File: src/rtl/alarm_entry_ctrl.sv
// rtl/alarm_entry_ctrl.sv - keypad entry FSM sequencing alarm/time loads with an entry timeout.
// Optional ALARM_ENTRY_VALIDATE_EN: reject out-of-range HH:MM entries with bad_entry instead of loading.
module alarm_entry_ctrl #(
  parameter int TIMEOUT_SEC = 10,
  parameter int CNT_W       = 4
) (
  input  logic        clk256,
  input  logic        reset,
  input  logic        one_second,
  input  logic        key_valid,
  input  logic [3:0]  key,
  input  logic        alarm_button,
  input  logic        time_button,
  output logic [15:0] key_buffer,
  output logic        load_alarm,
  output logic        load_new_time,
  output logic        show_alarm,
  output logic        show_new_time,
  output logic        bad_entry
);

  typedef enum logic [2:0] {
    IDLE,
    SHOW_ALARM,
    KEY_ENTRY,
    SET_ALARM,
    SET_TIME
  } state_t;

  localparam logic [CNT_W-1:0] LAST_COUNT = CNT_W'(TIMEOUT_SEC - 1);

  state_t           state;
  logic [CNT_W-1:0] count;
  logic             alarm_q;
  logic             time_q;
  logic             key_ok;
  logic             alarm_rise;
  logic             time_rise;
  logic             entry_ok;

  assign key_ok     = key_valid & (key <= 4'd9);
  assign alarm_rise = alarm_button & ~alarm_q;
  assign time_rise  = time_button & ~time_q;

`ifdef ALARM_ENTRY_VALIDATE_EN
  logic hours_bad;
  logic mins_bad;
  assign hours_bad = (key_buffer[15:12] > 4'd2) || (key_buffer[11:8] > 4'd9) ||
                     ((key_buffer[15:12] == 4'd2) && (key_buffer[11:8] > 4'd3));
  assign mins_bad  = (key_buffer[7:4] > 4'd5) || (key_buffer[3:0] > 4'd9);
  assign entry_ok  = ~hours_bad & ~mins_bad;
`else
  assign entry_ok  = 1'b1;
`endif

  always_ff @(posedge clk256) begin
    if (reset) begin
      state         <= IDLE;
      count         <= '0;
      alarm_q       <= 1'b0;
      time_q        <= 1'b0;
      key_buffer    <= '0;
      load_alarm    <= 1'b0;
      load_new_time <= 1'b0;
      show_alarm    <= 1'b0;
      show_new_time <= 1'b0;
      bad_entry     <= 1'b0;
    end else begin
      alarm_q       <= alarm_button;
      time_q        <= time_button;
      load_alarm    <= 1'b0;
      load_new_time <= 1'b0;
      bad_entry     <= 1'b0;
      case (state)
        IDLE: begin
          if (alarm_button) begin
            state      <= SHOW_ALARM;
            show_alarm <= 1'b1;
          end else if (key_ok) begin
            state         <= KEY_ENTRY;
            show_new_time <= 1'b1;
            key_buffer    <= {12'h000, key};
            count         <= '0;
          end
        end
        SHOW_ALARM: begin
          if (!alarm_button) begin
            state      <= IDLE;
            show_alarm <= 1'b0;
          end
        end
        KEY_ENTRY: begin
          // The load strobe reflects the buffer as it stands; a coincident key is dropped.
          if (alarm_rise) begin
            state         <= SET_ALARM;
            show_new_time <= 1'b0;
            load_alarm    <= entry_ok;
            bad_entry     <= ~entry_ok;
          end else if (time_rise) begin
            state         <= SET_TIME;
            show_new_time <= 1'b0;
            load_new_time <= entry_ok;
            bad_entry     <= ~entry_ok;
          end else if (key_ok) begin
            key_buffer <= {key_buffer[11:0], key};
            count      <= '0;
          end else if (one_second) begin
            if (count == LAST_COUNT) begin
              state         <= IDLE;
              show_new_time <= 1'b0;
              key_buffer    <= '0;
              count         <= '0;
            end else begin
              count <= count + CNT_W'(1);
            end
          end
        end
        SET_ALARM, SET_TIME: begin
          state      <= IDLE;
          key_buffer <= '0;
          count      <= '0;
        end
        default: begin
          state         <= IDLE;
          key_buffer    <= '0;
          count         <= '0;
          show_alarm    <= 1'b0;
          show_new_time <= 1'b0;
        end
      endcase
    end
  end

endmodule
File: config.mk
export PLATFORM = sky130hd
export DESIGN_NAME = alarm_entry_ctrl
export DESIGN_NICKNAME = d
export VERILOG_FILES = /design/src/rtl/alarm_entry_ctrl.sv
export SDC_FILE = /design/constraint.sdc
export NUM_CORES = 1
export LEC_CHECK = 0
export ABC_CLOCK_PERIOD_IN_PS = 4600
export CAP_MARGIN = 20
export CORE_UTILIZATION = 55
export DETAILED_ROUTE_END_ITERATION = 12
export PLACE_DENSITY = 0.84
export SLEW_MARGIN = 20
export SYNTH_ARGS = -nofsm -noshare
export SYNTH_HDL_FRONTEND = slang
export SYNTH_SLANG_ARGS = --single-unit
File: constraint.sdc
create_clock -name clk256 -period 4.6 [get_ports clk256]
set_clock_uncertainty 0.1 [all_clocks]
set_input_delay 0.92 -clock clk256 [delete_from_list [all_inputs] [get_ports clk256]]
set_output_delay 0.92 -clock clk256 [all_outputs]
set_load 0.01 [all_outputs]
==> results by group, run 1 <==
Run status
  • Run status: complete, no violations

Global route
  • Largest net degree at the start of global routing: 32
  • Antenna violations before repair: 0
  • Overall track demand over capacity in global routing: 24.7%
  • Number of global-route vias before repair: 1354
  • Global-route wire length before repair: 6090 um
  • Remaining Overflow, GRT: 0

Finish
  • Most frequent cells in the layout: 29 x sky130_fd_sc_hd__dfxtp_1, 29 x sky130_fd_sc_hd__clkdlybuf4s50_1, 18 x sky130_fd_sc_hd__nand2b_1, 16 x sky130_fd_sc_hd__mux2i_1, 11 x sky130_fd_sc_hd__nand3_1
  • Util after Layout: between 60% and 70%
  • Share of final-layout standard cells stronger than drive strength 1: 9.55%
  • Final layout net count: 210
  • Antenna diode instance count: 0
  • Signed area change from the synthesized netlist to the final layout: 19.0%
  • Count of filler cells inserted in the layout: 214

Floorplanning
  • Width of the die: about 56 um
  • Ports: 31
  • Vert. Die Dim: 56.4 um
  • Starting density of the core: 58.4%
  • Number of placement rows: 19
  • Core Region: approximately 2800 um^2
  • Die outline area: 3180 um^2

Synth
  • Post-synthesis cell type count: 48
  • Total standard cell area after synthesis: 1630 um^2
  • Main combinational cell family by area after synthesis: simple AND/OR/NAND/NOR gates
  • Synth Area per Inst: between 9 and 10 um^2
  • XOR/XNOR share of the synthesized area: 0%
  • Synthesized-area fraction occupied by ao, oa, aoi and oai cells: 20.5%
  • Number of enable-type register cells in the synthesized netlist: 0
  • Synthesized net count: between 150 and 200
  • Synthesized netlist cell count: 175
  • Ys async rst share: 0%
  • Fraction of the mapped netlist area in adder cells: 1.54%
  • Basic-gate share of the synthesized area counting and, or, nand and nor cells: between 20% and 30%
  • Portion of netlist area occupied by mux cells: 10.5%
  • Flip-flop and latch count after synthesis: 29
  • Commonest register cell after synthesis: sky130_fd_sc_hd__dfxtp_1
  • Warnings, synthesis: 0
  • Post-synthesis sequential area ratio: 35.7%

Worst hold path
  • Hold Path Class: reg -> reg
  • End point of the worst hold path: key_buffer[14]$_SDFFE_PP0P_
  • Beginning of the worst hold path: key_buffer[14]$_SDFFE_PP0P_
  • Cells on Worst Hold Path: 2

Detailed routing
  • DR vias: 1392
  • Number of iterations in the first detailed-routing pass: 4
  • Antenna-violating nets left: 0
  • Wire length per cell after detailed routing: 15.2 um
  • Final routed wirelength across all metal layers: 3490 um
  • Number of DRC violations after detailed-routing iteration 0: 41
  • Post-route DRC violation count: 0
  • Vias per cell: 6.05

Critical path
  • Type of the setup path with the least slack: in -> reg
  • CP Cell Sequence: clkdlybuf4s50_1, o21ai_2, nand2_1, a211oi_4, buf_4, mux2_1
  • Worst path arrival time: about 3 ns
  • R2r endpoint: key_buffer[11]$_SDFFE_PP0P_
  • Kind of end point of the critical path: flop
  • Worst reg2reg path startpoint: state[0]$_SDFFE_PP0P_
  • Depth of the worst register-to-register path: 5
  • Worst Path Buf+Inv: 2
  • Biggest cell delay along the critical path: 0.47 ns
  • Master of the slowest instance on the critical path: sky130_fd_sc_hd__clkdlybuf4s50_1
  • Crit-path max FO: 16
  • Reg-to-reg slack, setup: 2.11 ns
  • CP required: 4.72 ns
  • Critical path launch point type: input port
  • Critical path's top delay family: buffers and inverters

Timing
  • Hold Violations, Final: 0
  • Unrepaired setup endpoints after global routing: false
  • Number of max-slew violations in the final report: 0
  • Transition time of the tightest slew-check pin: 0.987 ns
  • Total Neg Setup Slack: 0 ns
  • Min cycle time layout: 2.89 ns
  • Slew headroom: approximately a third
  • Tightest hold margin: approximately 0.38 ns
  • Final Cycle Share: between 60% and 70%
  • Maximum clock rate: 0.346 GHz
  • Least setup slack across all paths after layout: 1.71 ns
  • Setup violators final: 0

Clock network
  • CTS H-tree depth: 2
  • Sinks on Clock Net: 29
  • Clock root buffer: sky130_fd_sc_hd__clkbuf_4
  • CTS clk-pin slew, worst paths: roughly 0.09 ns
  • Clock buffers created by TritonCTS: 5
  • Number of buffers added for setup after CTS: 0
  • CTS tree: done
  • Largest buffer count on any clock path: 2
  • Source-to-sink clock delay at the later pin of the worst-skew pair: 0.33 ns
  • Hold bufs inserted after CTS: 0
  • Resized Gates After CTS: 0

Pwr
  • Ratio of total power to cell area: 296 nW/um^2
  • Power, Total: 0.573 mW
  • Total leakage power: 0.662 nW
  • IR drop worst, VDD: roughly 0.27 mV

Job
  • Number of maximum-capacitance violations: 0

Placement
  • Post-placement worst setup slack: 1.37 ns
  • Count of port buffers added during placement: 29
  • Final Wtd Congestion: around 0.9
  • Detailed-placement wirelength estimate: between 2000 and 3000 um
==> cells by family (layout without fill, tap and decap cells) <==
kind of cell / count (synthesis) / after routing
buffers and inverters: 18 / 42
other: 1 / 1
AOI/OAI and AO/OA: 38 / 38
DFF: 29 / 29
muxes: 17 / 17
and+or+nand+nor: 70 / 70
adders and majority gates: 2 / 2
==> report_power, final <==
group / internal (mW) / total [mW] / switching, mW / leakage (nW)
Clock: 0.0884 / 0.174 / 0.0859 / 0.0413
Sequential: 0.260 / 0.271 / 0.0110 / 0.235
Combinational: 0.0566 / 0.127 / 0.0709 / 0.385
==> metrics by stage <==
stage / area (um^2) / instances
after CTS: 1930 / 230
final: 1930 / 230
after detailed placement: 1860 / 222
after floorplan: 1630 / 175
after global routing: 1930 / 230
after global placement: 1860 / 222
==> worst max-delay path by stage <==
stage	cells past startpoint	startpoint	slack [ns]	end
floorplan	6	alarm_button	2.22	key_buffer[11]$_SDFFE_PP0P_
global placement	6	key[1]	1.45	key_buffer[11]$_SDFFE_PP0P_
detailed placement	6	key[1]	1.37	key_buffer[11]$_SDFFE_PP0P_
CTS	6	key[1]	1.72	key_buffer[11]$_SDFFE_PP0P_
global route	6	key[1]	1.59	key_buffer[11]$_SDFFE_PP0P_
finish	6	key[2]	1.71	key_buffer[11]$_SDFFE_PP0P_
==> cells in the mapped netlist (3+ instances only) <==
library cell               number  area (um^2)
sky130_fd_sc_hd__o31ai_1        4         30.0
sky130_fd_sc_hd__and3_1         3         18.8
sky130_fd_sc_hd__inv_1          3         11.3
sky130_fd_sc_hd__nand3_1       11         55.1
sky130_fd_sc_hd__mux2i_1       16          160
sky130_fd_sc_hd__clkbuf_1       4         15.0
sky130_fd_sc_hd__nand2b_1      18          113
sky130_fd_sc_hd__o21ai_0        6         30.0
sky130_fd_sc_hd__buf_2          3         15.0
sky130_fd_sc_hd__or3_1          9         56.3
sky130_fd_sc_hd__buf_6          5         56.3
sky130_fd_sc_hd__a21oi_1        6         30.0
sky130_fd_sc_hd__nor3_1         3         15.0
sky130_fd_sc_hd__dfxtp_1       29          581
sky130_fd_sc_hd__nor2_1         7         26.3
sky130_fd_sc_hd__nand2_1        6         22.5
sky130_fd_sc_hd__nor2b_1        6         37.5
==> cell type report <==
type / instances / area, um^2 / share of cell area, %
inverters: 4 / 15.0 / 0.776
clock inverters: 1 / 5.00 / 0.259
well taps: 31 / 38.8 / 2.01
repair buffers: 30 / 298 / 15.4
multi-input cells: 128 / 932 / 48.2
clock buffers: 7 / 65.1 / 3.36
flip-flops and latches: 29 / 581 / 30.0
==> worst register-to-register path, delay by kind of cell (launching register included) <==
kind	cells	cell delay, ns
buffers and inverters	1	0.30
AND/OR/NAND/NOR	1	0.70
AO/OA/AOI/OAI	2	0.38
flip-flops	1	0.55
multiplexers	1	0.35
==> routing by layer <==
layer | global-route usage (%) | share of wire [%] | vias to the layer above | wire length [um]
met2 | 43.7 | 51 | 36 | 1790
met3 | 5.53 | 3.5 | 6 | 121
met4 | 8.71 | 1.4 | 0 | 50
met1 | 29.3 | 44 | 667 | 1530
met5 | 0 | 0 | - | 0
li1 | - | - | 683 | -
==> flip-flops by register name, summed over array words and instances, names as in the netlist <==
register / flops
key_buffer: 16
show_new_time: 1
show_alarm: 1
count: 4
time_q: 1
load_new_time: 1
alarm_q: 1
load_alarm: 1
state: 3
Power figures use the tool's default switching activity.
==> run 2: changes to the inputs <==
ABC_CLOCK_PERIOD_IN_PS = 2350   (was 4600)
CORE_UTILIZATION = 46   (was 55)
PLACE_DENSITY = 0.75   (was 0.84)
clock period = 2.35 ns   (was 4.6 ns; I/O delays follow)
==> run 2 against run 1 <==
Effect of this change: clock power up 75%; count of clock-buffer cells in the layout down 2; largest cell class unchanged; sequential share of layout area down 1.6 points; critical endpoint is now key_buffer[14]$_SDFFE_PP0P_.
==> results by group, run 2 (synthesis gave the netlist of run 1 again) <==
Timing
  • Hold Violations, Final: 0 (unchanged)
  • Final Cycle Share: 91.8%
  • Tightest hold margin: 0.388 ns (+0.00463 ns)
  • Unrepaired setup endpoints after global routing: false
  • Number of max-slew violations in the final report: 0 (unchanged)
  • Maximum clock rate: 0.464 GHz
  • Transition time of the tightest slew-check pin: 0.615 ns (-0.372 ns)
  • Setup violators final: 0 (unchanged)
  • Slew headroom: 58.9% (+25 points)
  • Min cycle time layout: between 2 and 2.5 ns

Clock network
  • Clock root buffer: sky130_fd_sc_hd__clkbuf_4
  • CTS tree: done
  • Source-to-sink clock delay at the later pin of the worst-skew pair: 0.35 ns (+0.02 ns)
  • Hold bufs inserted after CTS: 0 (unchanged)
  • Number of buffers added for setup after CTS: 0 (unchanged)
  • Resized Gates After CTS: 0 (unchanged)
  • CTS H-tree depth: 2 (unchanged)
  • CTS clk-pin slew, worst paths: 0.11 ns (+0.02 ns)
  • Largest buffer count on any clock path: 2 (unchanged)
  • Clock buffers created by TritonCTS: 5 (unchanged)
  • Sinks on Clock Net: 29 (unchanged)

Pwr
  • Total leakage power: 0.715 nW (+8.0%)
  • IR drop worst, VDD: 0.254 mV (-7.3%)
  • Power, Total: 1.12 mW (+95%)
  • Ratio of total power to cell area: 547 nW/um^2 (+85%)

Critical path
  • Critical path's top delay family: flip-flops
  • Worst Path Buf+Inv: 1 (-1)
  • Type of the setup path with the least slack: reg -> reg
  • Capture point of the critical path: key_buffer[14]$_SDFFE_PP0P_
  • Number of stages on the worst setup path: 6 (unchanged)
  • Reg-to-reg slack, setup: 0.19 ns (-1.92 ns)
  • Worst reg2reg path startpoint: count[0]$_SDFFE_PP0P_
  • Worst path arrival time: 2.33 ns (-0.68 ns)
  • Origin of the worst setup path: count[0]$_SDFFE_PP0P_
  • Master of the slowest instance on the critical path: sky130_fd_sc_hd__dfxtp_1
  • Kind of end point of the critical path: flop
  • Critical path launch point type: flop
  • CP Cell Sequence: ha_1, and3b_1, o21bai_4, a211oi_4, buf_4, mux2i_1
  • CP required: 2.52 ns (-2.20 ns)
  • R2r endpoint: key_buffer[14]$_SDFFE_PP0P_
  • Depth of the worst register-to-register path: 6 (+1)
  • Biggest cell delay along the critical path: 0.48 ns (about the same)
  • Crit-path max FO: 9 (-7)

Floorplanning
  • Die outline area: 3770 um^2 (+19%)
  • Width of the die: 61.4 um (+9.0%)
  • Ports: 31 (unchanged)
  • Starting density of the core: 48.3% (-10 points)
  • Vert. Die Dim: 61.4 um (+9.0%)
  • Core Region: 3360 um^2 (+21%)
  • Number of placement rows: 21 (+2)

Detailed routing
  • Highest Signal Layer: met4
  • Met3 routed WL: 209 um (+73%)
  • Post-route DRC violation count: 0 (unchanged)
  • Wire length on met1: 1730 um (+14%)
  • DR vias: 1427 (+2.5%)
  • Vias per cell: 5.55 (-8.3%)
  • Number of DRC violations after detailed-routing iteration 0: 79 (+93%)
  • Met2 routed wirelength: 1900 um (+5.9%)
  • Wire length per cell after detailed routing: 15.2 um (+0.24%)
  • Antenna-violating nets left: 0 (unchanged)
  • Final routed wirelength across all metal layers: 3910 um (+12%)
  • Number of iterations in the first detailed-routing pass: 4 (unchanged)

Finish
  • Util after Layout: 60.7% (-8.9 points)
  • Largest Register: key_buffer
  • Final layout net count: 222 (+5.7%)
  • Most frequent cells in the layout: 29 x sky130_fd_sc_hd__dfxtp_1, 29 x sky130_fd_sc_hd__clkdlybuf4s50_1, 18 x sky130_fd_sc_hd__nand2b_1, 16 x sky130_fd_sc_hd__mux2i_1, 12 x sky130_fd_sc_hd__buf_4
  • Final cell count without fillers: 257 (+12%)
  • Antenna diode instance count: 0 (unchanged)
  • Signed area change from the synthesized netlist to the final layout: 25.6%
  • Share of final-layout standard cells stronger than drive strength 1: 14.7% (+5.1 points)
  • Count of filler cells inserted in the layout: 325 (+52%)
  • Flip-flop count of the largest register after layout: 16 (unchanged)
  • Largest registers ranked by flip-flop count: key_buffer (16), count (4), state (3)

Global route
  • Number of global-route vias before repair: 1407 (+3.9%)
  • Overall track demand over capacity in global routing: 23.7% (-1.1 points)
  • Antenna violations before repair: 0 (unchanged)
  • Global-route wire length before repair: 6380 um (+4.9%)
  • Largest net degree at the start of global routing: 32 (unchanged)
  • Remaining Overflow, GRT: 0 (unchanged)

Worst hold path
  • Hold Path Class: reg -> reg

Run status
  • Run status: complete, no violations

Placement
  • Number of placed instances with taps included: 249 (+12%)
  • Count of port buffers added during placement: 29 (unchanged)
  • Final Wtd Congestion: 0.874 (-2.3%)
  • Detailed-placement wirelength estimate: 2850 um (+11%)

Job
  • Number of maximum-capacitance violations: 0 (unchanged)
run 2: cell count changes in the layout (fill, tap and decap cells not counted):
cell / change
sky130_fd_sc_hd__clkinvlp_4: +1
sky130_fd_sc_hd__clkinv_2: +1
sky130_fd_sc_hd__buf_12: +1
sky130_fd_sc_hd__buf_4: +11
sky130_fd_sc_hd__clkbuf_8: -2
run 2: worst min path at each step:
stage,from,end,cells past startpoint
finish,key_buffer[12]$_SDFFE_PP0P_,key_buffer[12]$_SDFFE_PP0P_,2
global route,key_buffer[15]$_SDFFE_PP0P_,key_buffer[15]$_SDFFE_PP0P_,2
CTS,key_buffer[12]$_SDFFE_PP0P_,key_buffer[12]$_SDFFE_PP0P_,2
detailed placement,key_buffer[13]$_SDFFE_PP0P_,key_buffer[13]$_SDFFE_PP0P_,2
global placement,key_buffer[14]$_SDFFE_PP0P_,key_buffer[14]$_SDFFE_PP0P_,2
floorplan,count[3]$_SDFFE_PP0P_,count[3]$_SDFFE_PP0P_,2
run 2: layer usage:
layer / up-vias / GRT usage [%]
met2: 42 / 40.8
li1: 699 / -
met3: 7 / 6.51
met4: 0 / 10.5
met1: 679 / 27.4
met5: - / 0
run 2: where the power goes:
group / leakage, nW / internal, mW / switching [mW]
combinational: 0.448 / 0.133 / 0.158
clock: 0.0310 / 0.112 / 0.193
sequential: 0.235 / 0.510 / 0.0101
run 2: worst reg2reg max path, stage by stage (launching register included):
cell and delay [ns]:
sky130_fd_sc_hd__dfxtp_1 0.48, sky130_fd_sc_hd__ha_1 0.19, sky130_fd_sc_hd__and3b_1 0.48, sky130_fd_sc_hd__o21bai_4 0.10
sky130_fd_sc_hd__a211oi_4 0.29, sky130_fd_sc_hd__buf_4 0.25, sky130_fd_sc_hd__mux2i_1 0.20
run 2: cell type report:
class	instances	area, um^2	share of cell area [%]
Inverter	4	15.0	0.736
Clock inverter	3	17.5	0.858
Clock buffer	5	37.5	1.84
Tap cell	46	57.6	2.82
Sequential cell	29	581	28.4
Timing Repair Buffer	42	400	19.6
Multi-Input combinational cell	128	932	45.7
run 2: per-stage QoR:
step | cell area [um^2] | TNS, ns | setup WS (ns)
6_report | 2040 | 0 | 0.193
4_1_cts | 2040 | 0 | 0.188
3_5_place_dp | 1990 | -0.0532 | -0.0532
5_1_grt | 2040 | 0 | 0.0652
2_1_floorplan | 1630 | 0 | 0.360
3_3_place_gp | 1990 | 0 | 0.0856
==> run 3: changes to the inputs <==
CORE_UTILIZATION = 55   (was 46)
DONT_BUFFER_PORTS = 1   (was unset)
PLACE_DENSITY = 0.73   (was 0.75)
==> run 3 against run 2 <==
Effect of this change: critical path depth unchanged; worst hold slack got worse by 0.28 ns; register-to-register slack improved by 0.07 ns; die area decreased by 16%; utilization increased by 0.32 points; non-clock buffer count decreased by 34; wire length decreased by 16%; largest power group unchanged.
==> results by group, run 3 (synthesis gave the netlist of run 1 again) <==
Placement
  • Final Wtd Congestion: 0.905 (+3.5%)
  • Placed cell areas: 1630 um^2 (-18%)
  • Count of port buffers added during placement: 0 (-100%)
  • Post-placement worst setup slack: 0.258 ns (+0.311 ns)
  • Number of placed instances with taps included: 200 (-20%)
  • Detailed-placement wirelength estimate: 2420 um (-15%)

Floorplanning
  • Number of placement rows: 19 (-9.5%)
  • Vert. Die Dim: 56.4 um (-8.3%)
  • Die outline area: 3180 um^2 (-16%)
  • Width of the die: 56.4 um (-8.3%)
  • Core Region: 2780 um^2 (-17%)
  • Starting density of the core: 58.4% (+10 points)
  • Ports: 31 (unchanged)

Timing
  • Total Neg Setup Slack: 0 ns (unchanged)
  • Slew headroom: 61.2% (+2.3 points)
  • Hold Violations, Final: 0 (unchanged)
  • Final Cycle Share: 88.9% (-2.9 points)
  • Maximum clock rate: 0.479 GHz (+3.3%)
  • Least setup slack across all paths after layout: 0.261 ns (+0.0684 ns)
  • Setup violators final: 0 (unchanged)
  • Number of max-slew violations in the final report: 0 (unchanged)
  • Tightest hold margin: 0.107 ns (-0.280 ns)
  • Unrepaired setup endpoints after global routing: false
  • Transition time of the tightest slew-check pin: 0.580 ns (-0.0344 ns)
  • Min cycle time layout: 2.09 ns (-0.0684 ns)

Global route
  • Largest net degree at the start of global routing: 32 (unchanged)
  • Remaining Overflow, GRT: 0 (unchanged)
  • Antenna violations before repair: 0 (unchanged)
  • Overall track demand over capacity in global routing: 21.8% (-1.9 points)
  • Number of global-route vias before repair: 1160 (-18%)
  • Global-route wire length before repair: 5420 um (-15%)

Clock network
  • Largest buffer count on any clock path: 2 (unchanged)
  • CTS clk-pin slew, worst paths: 0.09 ns (-0.02 ns)
  • Source-to-sink clock delay at the later pin of the worst-skew pair: 0.32 ns (-0.03 ns)
  • CTS tree: done
  • CTS H-tree depth: 2 (unchanged)
  • Clock root buffer: sky130_fd_sc_hd__clkbuf_4
  • Number of buffers added for setup after CTS: 0 (unchanged)
  • Clock buffers created by TritonCTS: 5 (unchanged)
  • Hold bufs inserted after CTS: 0 (unchanged)
  • Sinks on Clock Net: 29 (unchanged)
  • Resized Gates After CTS: 0 (unchanged)

Detailed routing
  • DR vias: 1290 (-9.6%)
  • Vias per cell: 6.20 (+12%)
  • Antenna-violating nets left: 0 (unchanged)
  • Post-route DRC violation count: 0 (unchanged)
  • Final routed wirelength across all metal layers: 3290 um (-16%)
  • Number of DRC violations after detailed-routing iteration 0: 73 (-7.6%)
  • Number of iterations in the first detailed-routing pass: 4 (unchanged)
  • Wire length per cell after detailed routing: 15.8 um (+3.9%)

Job
  • Number of maximum-capacitance violations: 0 (unchanged)

Finish
  • Largest Register: key_buffer
  • Util after Layout: 61.0% (+0.32 points)
  • Flip-flop count of the largest register after layout: 16 (unchanged)
  • Most frequent standard cell in the layout excluding fill and tap cells: sky130_fd_sc_hd__dfxtp_1
  • Share of final-layout standard cells stronger than drive strength 1: 14.7% (about the same)
  • Final layout net count: 188 (-15%)
  • Most frequent cells in the layout: 29 x sky130_fd_sc_hd__dfxtp_1, 18 x sky130_fd_sc_hd__nand2b_1, 16 x sky130_fd_sc_hd__mux2i_1, 11 x sky130_fd_sc_hd__nand3_1, 9 x sky130_fd_sc_hd__or3_1
  • Antenna diode instance count: 0 (unchanged)
  • Largest registers ranked by flip-flop count: key_buffer (16), count (4), state (3)
  • Signed area change from the synthesized netlist to the final layout: 4.39%
  • Post-route cell area: 1700 um^2 (-17%)
  • Final cell count without fillers: 208 (-19%)

Pwr
  • Power, Total: 1.10 mW (-1.7%)
  • Total leakage power: 0.593 nW (-17%)
  • Ratio of total power to cell area: 647 nW/um^2 (+18%)
  • IR drop worst, VDD: 0.641 mV (+150%)

Critical path
  • Depth of the worst register-to-register path: 6 (unchanged)
  • Critical path's top delay family: flip-flops
  • Worst path arrival time: 2.25 ns (-0.08 ns)
  • CP Cell Sequence: ha_1, and3b_1, o21bai_4, a211oi_4, buf_4, mux2i_1
  • Biggest cell delay along the critical path: 0.47 ns (about the same)
  • Critical path launch point type: flop
  • Type of the setup path with the least slack: reg -> reg
  • Master of the slowest instance on the critical path: sky130_fd_sc_hd__dfxtp_1
  • CP required: 2.51 ns (about the same)
  • Crit-path max FO: 12 (+3)
  • R2r endpoint: key_buffer[15]$_SDFFE_PP0P_
  • Worst Path Buf+Inv: 1 (unchanged)
  • Kind of end point of the critical path: flop
  • Reg-to-reg slack, setup: 0.26 ns (+0.07 ns)
  • Worst reg2reg path startpoint: count[0]$_SDFFE_PP0P_

Run status
  • Run status: complete, no violations

Worst hold path
  • Beginning of the worst hold path: reset
  • End point of the worst hold path: count[0]$_SDFFE_PP0P_
  • Hold Path Class: in -> reg
  • Cells on Worst Hold Path: 1 (-1)
[run 3: per-layer routing]
metal / wire length [um] / up-vias / track usage, %
li1: - / 636 / -
met1: 1550 / 588 / 30.5
met2: 1420 / 58 / 32.3
met3: 262 / 8 / 7.37
met4: 51 / 0 / 5.23
met5: 0 / - / 0
[run 3: worst max-delay path by stage]
stage	start	end	slack, ns	depth (start not counted)
6_report	count[0]$_SDFFE_PP0P_	key_buffer[15]$_SDFFE_PP0P_	0.26	6
5_1_grt	count[0]$_SDFFE_PP0P_	key_buffer[9]$_SDFFE_PP0P_	0.14	6
4_1_cts	count[0]$_SDFFE_PP0P_	key_buffer[15]$_SDFFE_PP0P_	0.24	6
3_5_place_dp	count[0]$_SDFFE_PP0P_	key_buffer[7]$_SDFFE_PP0P_	0.26	6
3_3_place_gp	count[0]$_SDFFE_PP0P_	key_buffer[13]$_SDFFE_PP0P_	0.33	6
2_1_floorplan	count[0]$_SDFFE_PP0P_	key_buffer[11]$_SDFFE_PP0P_	0.36	6
[run 3: cell type report]
class                           instances  area (um^2)
Tap cell                               31         38.8
Clock inverter                          1         5.00
Fill cell                             236         1080
Sequential cell                        29          581
Timing Repair Buffer                    8         60.1
Inverter                                4         15.0
Multi-Input combinational cell        128          932
Clock buffer                            7         65.1
[run 3: power by group]
part	leakage, nW	total [mW]	internal, mW	switching (mW)
clock network	0.0413	0.346	0.173	0.173
logic	0.316	0.225	0.0955	0.129
registers	0.235	0.526	0.510	0.0164
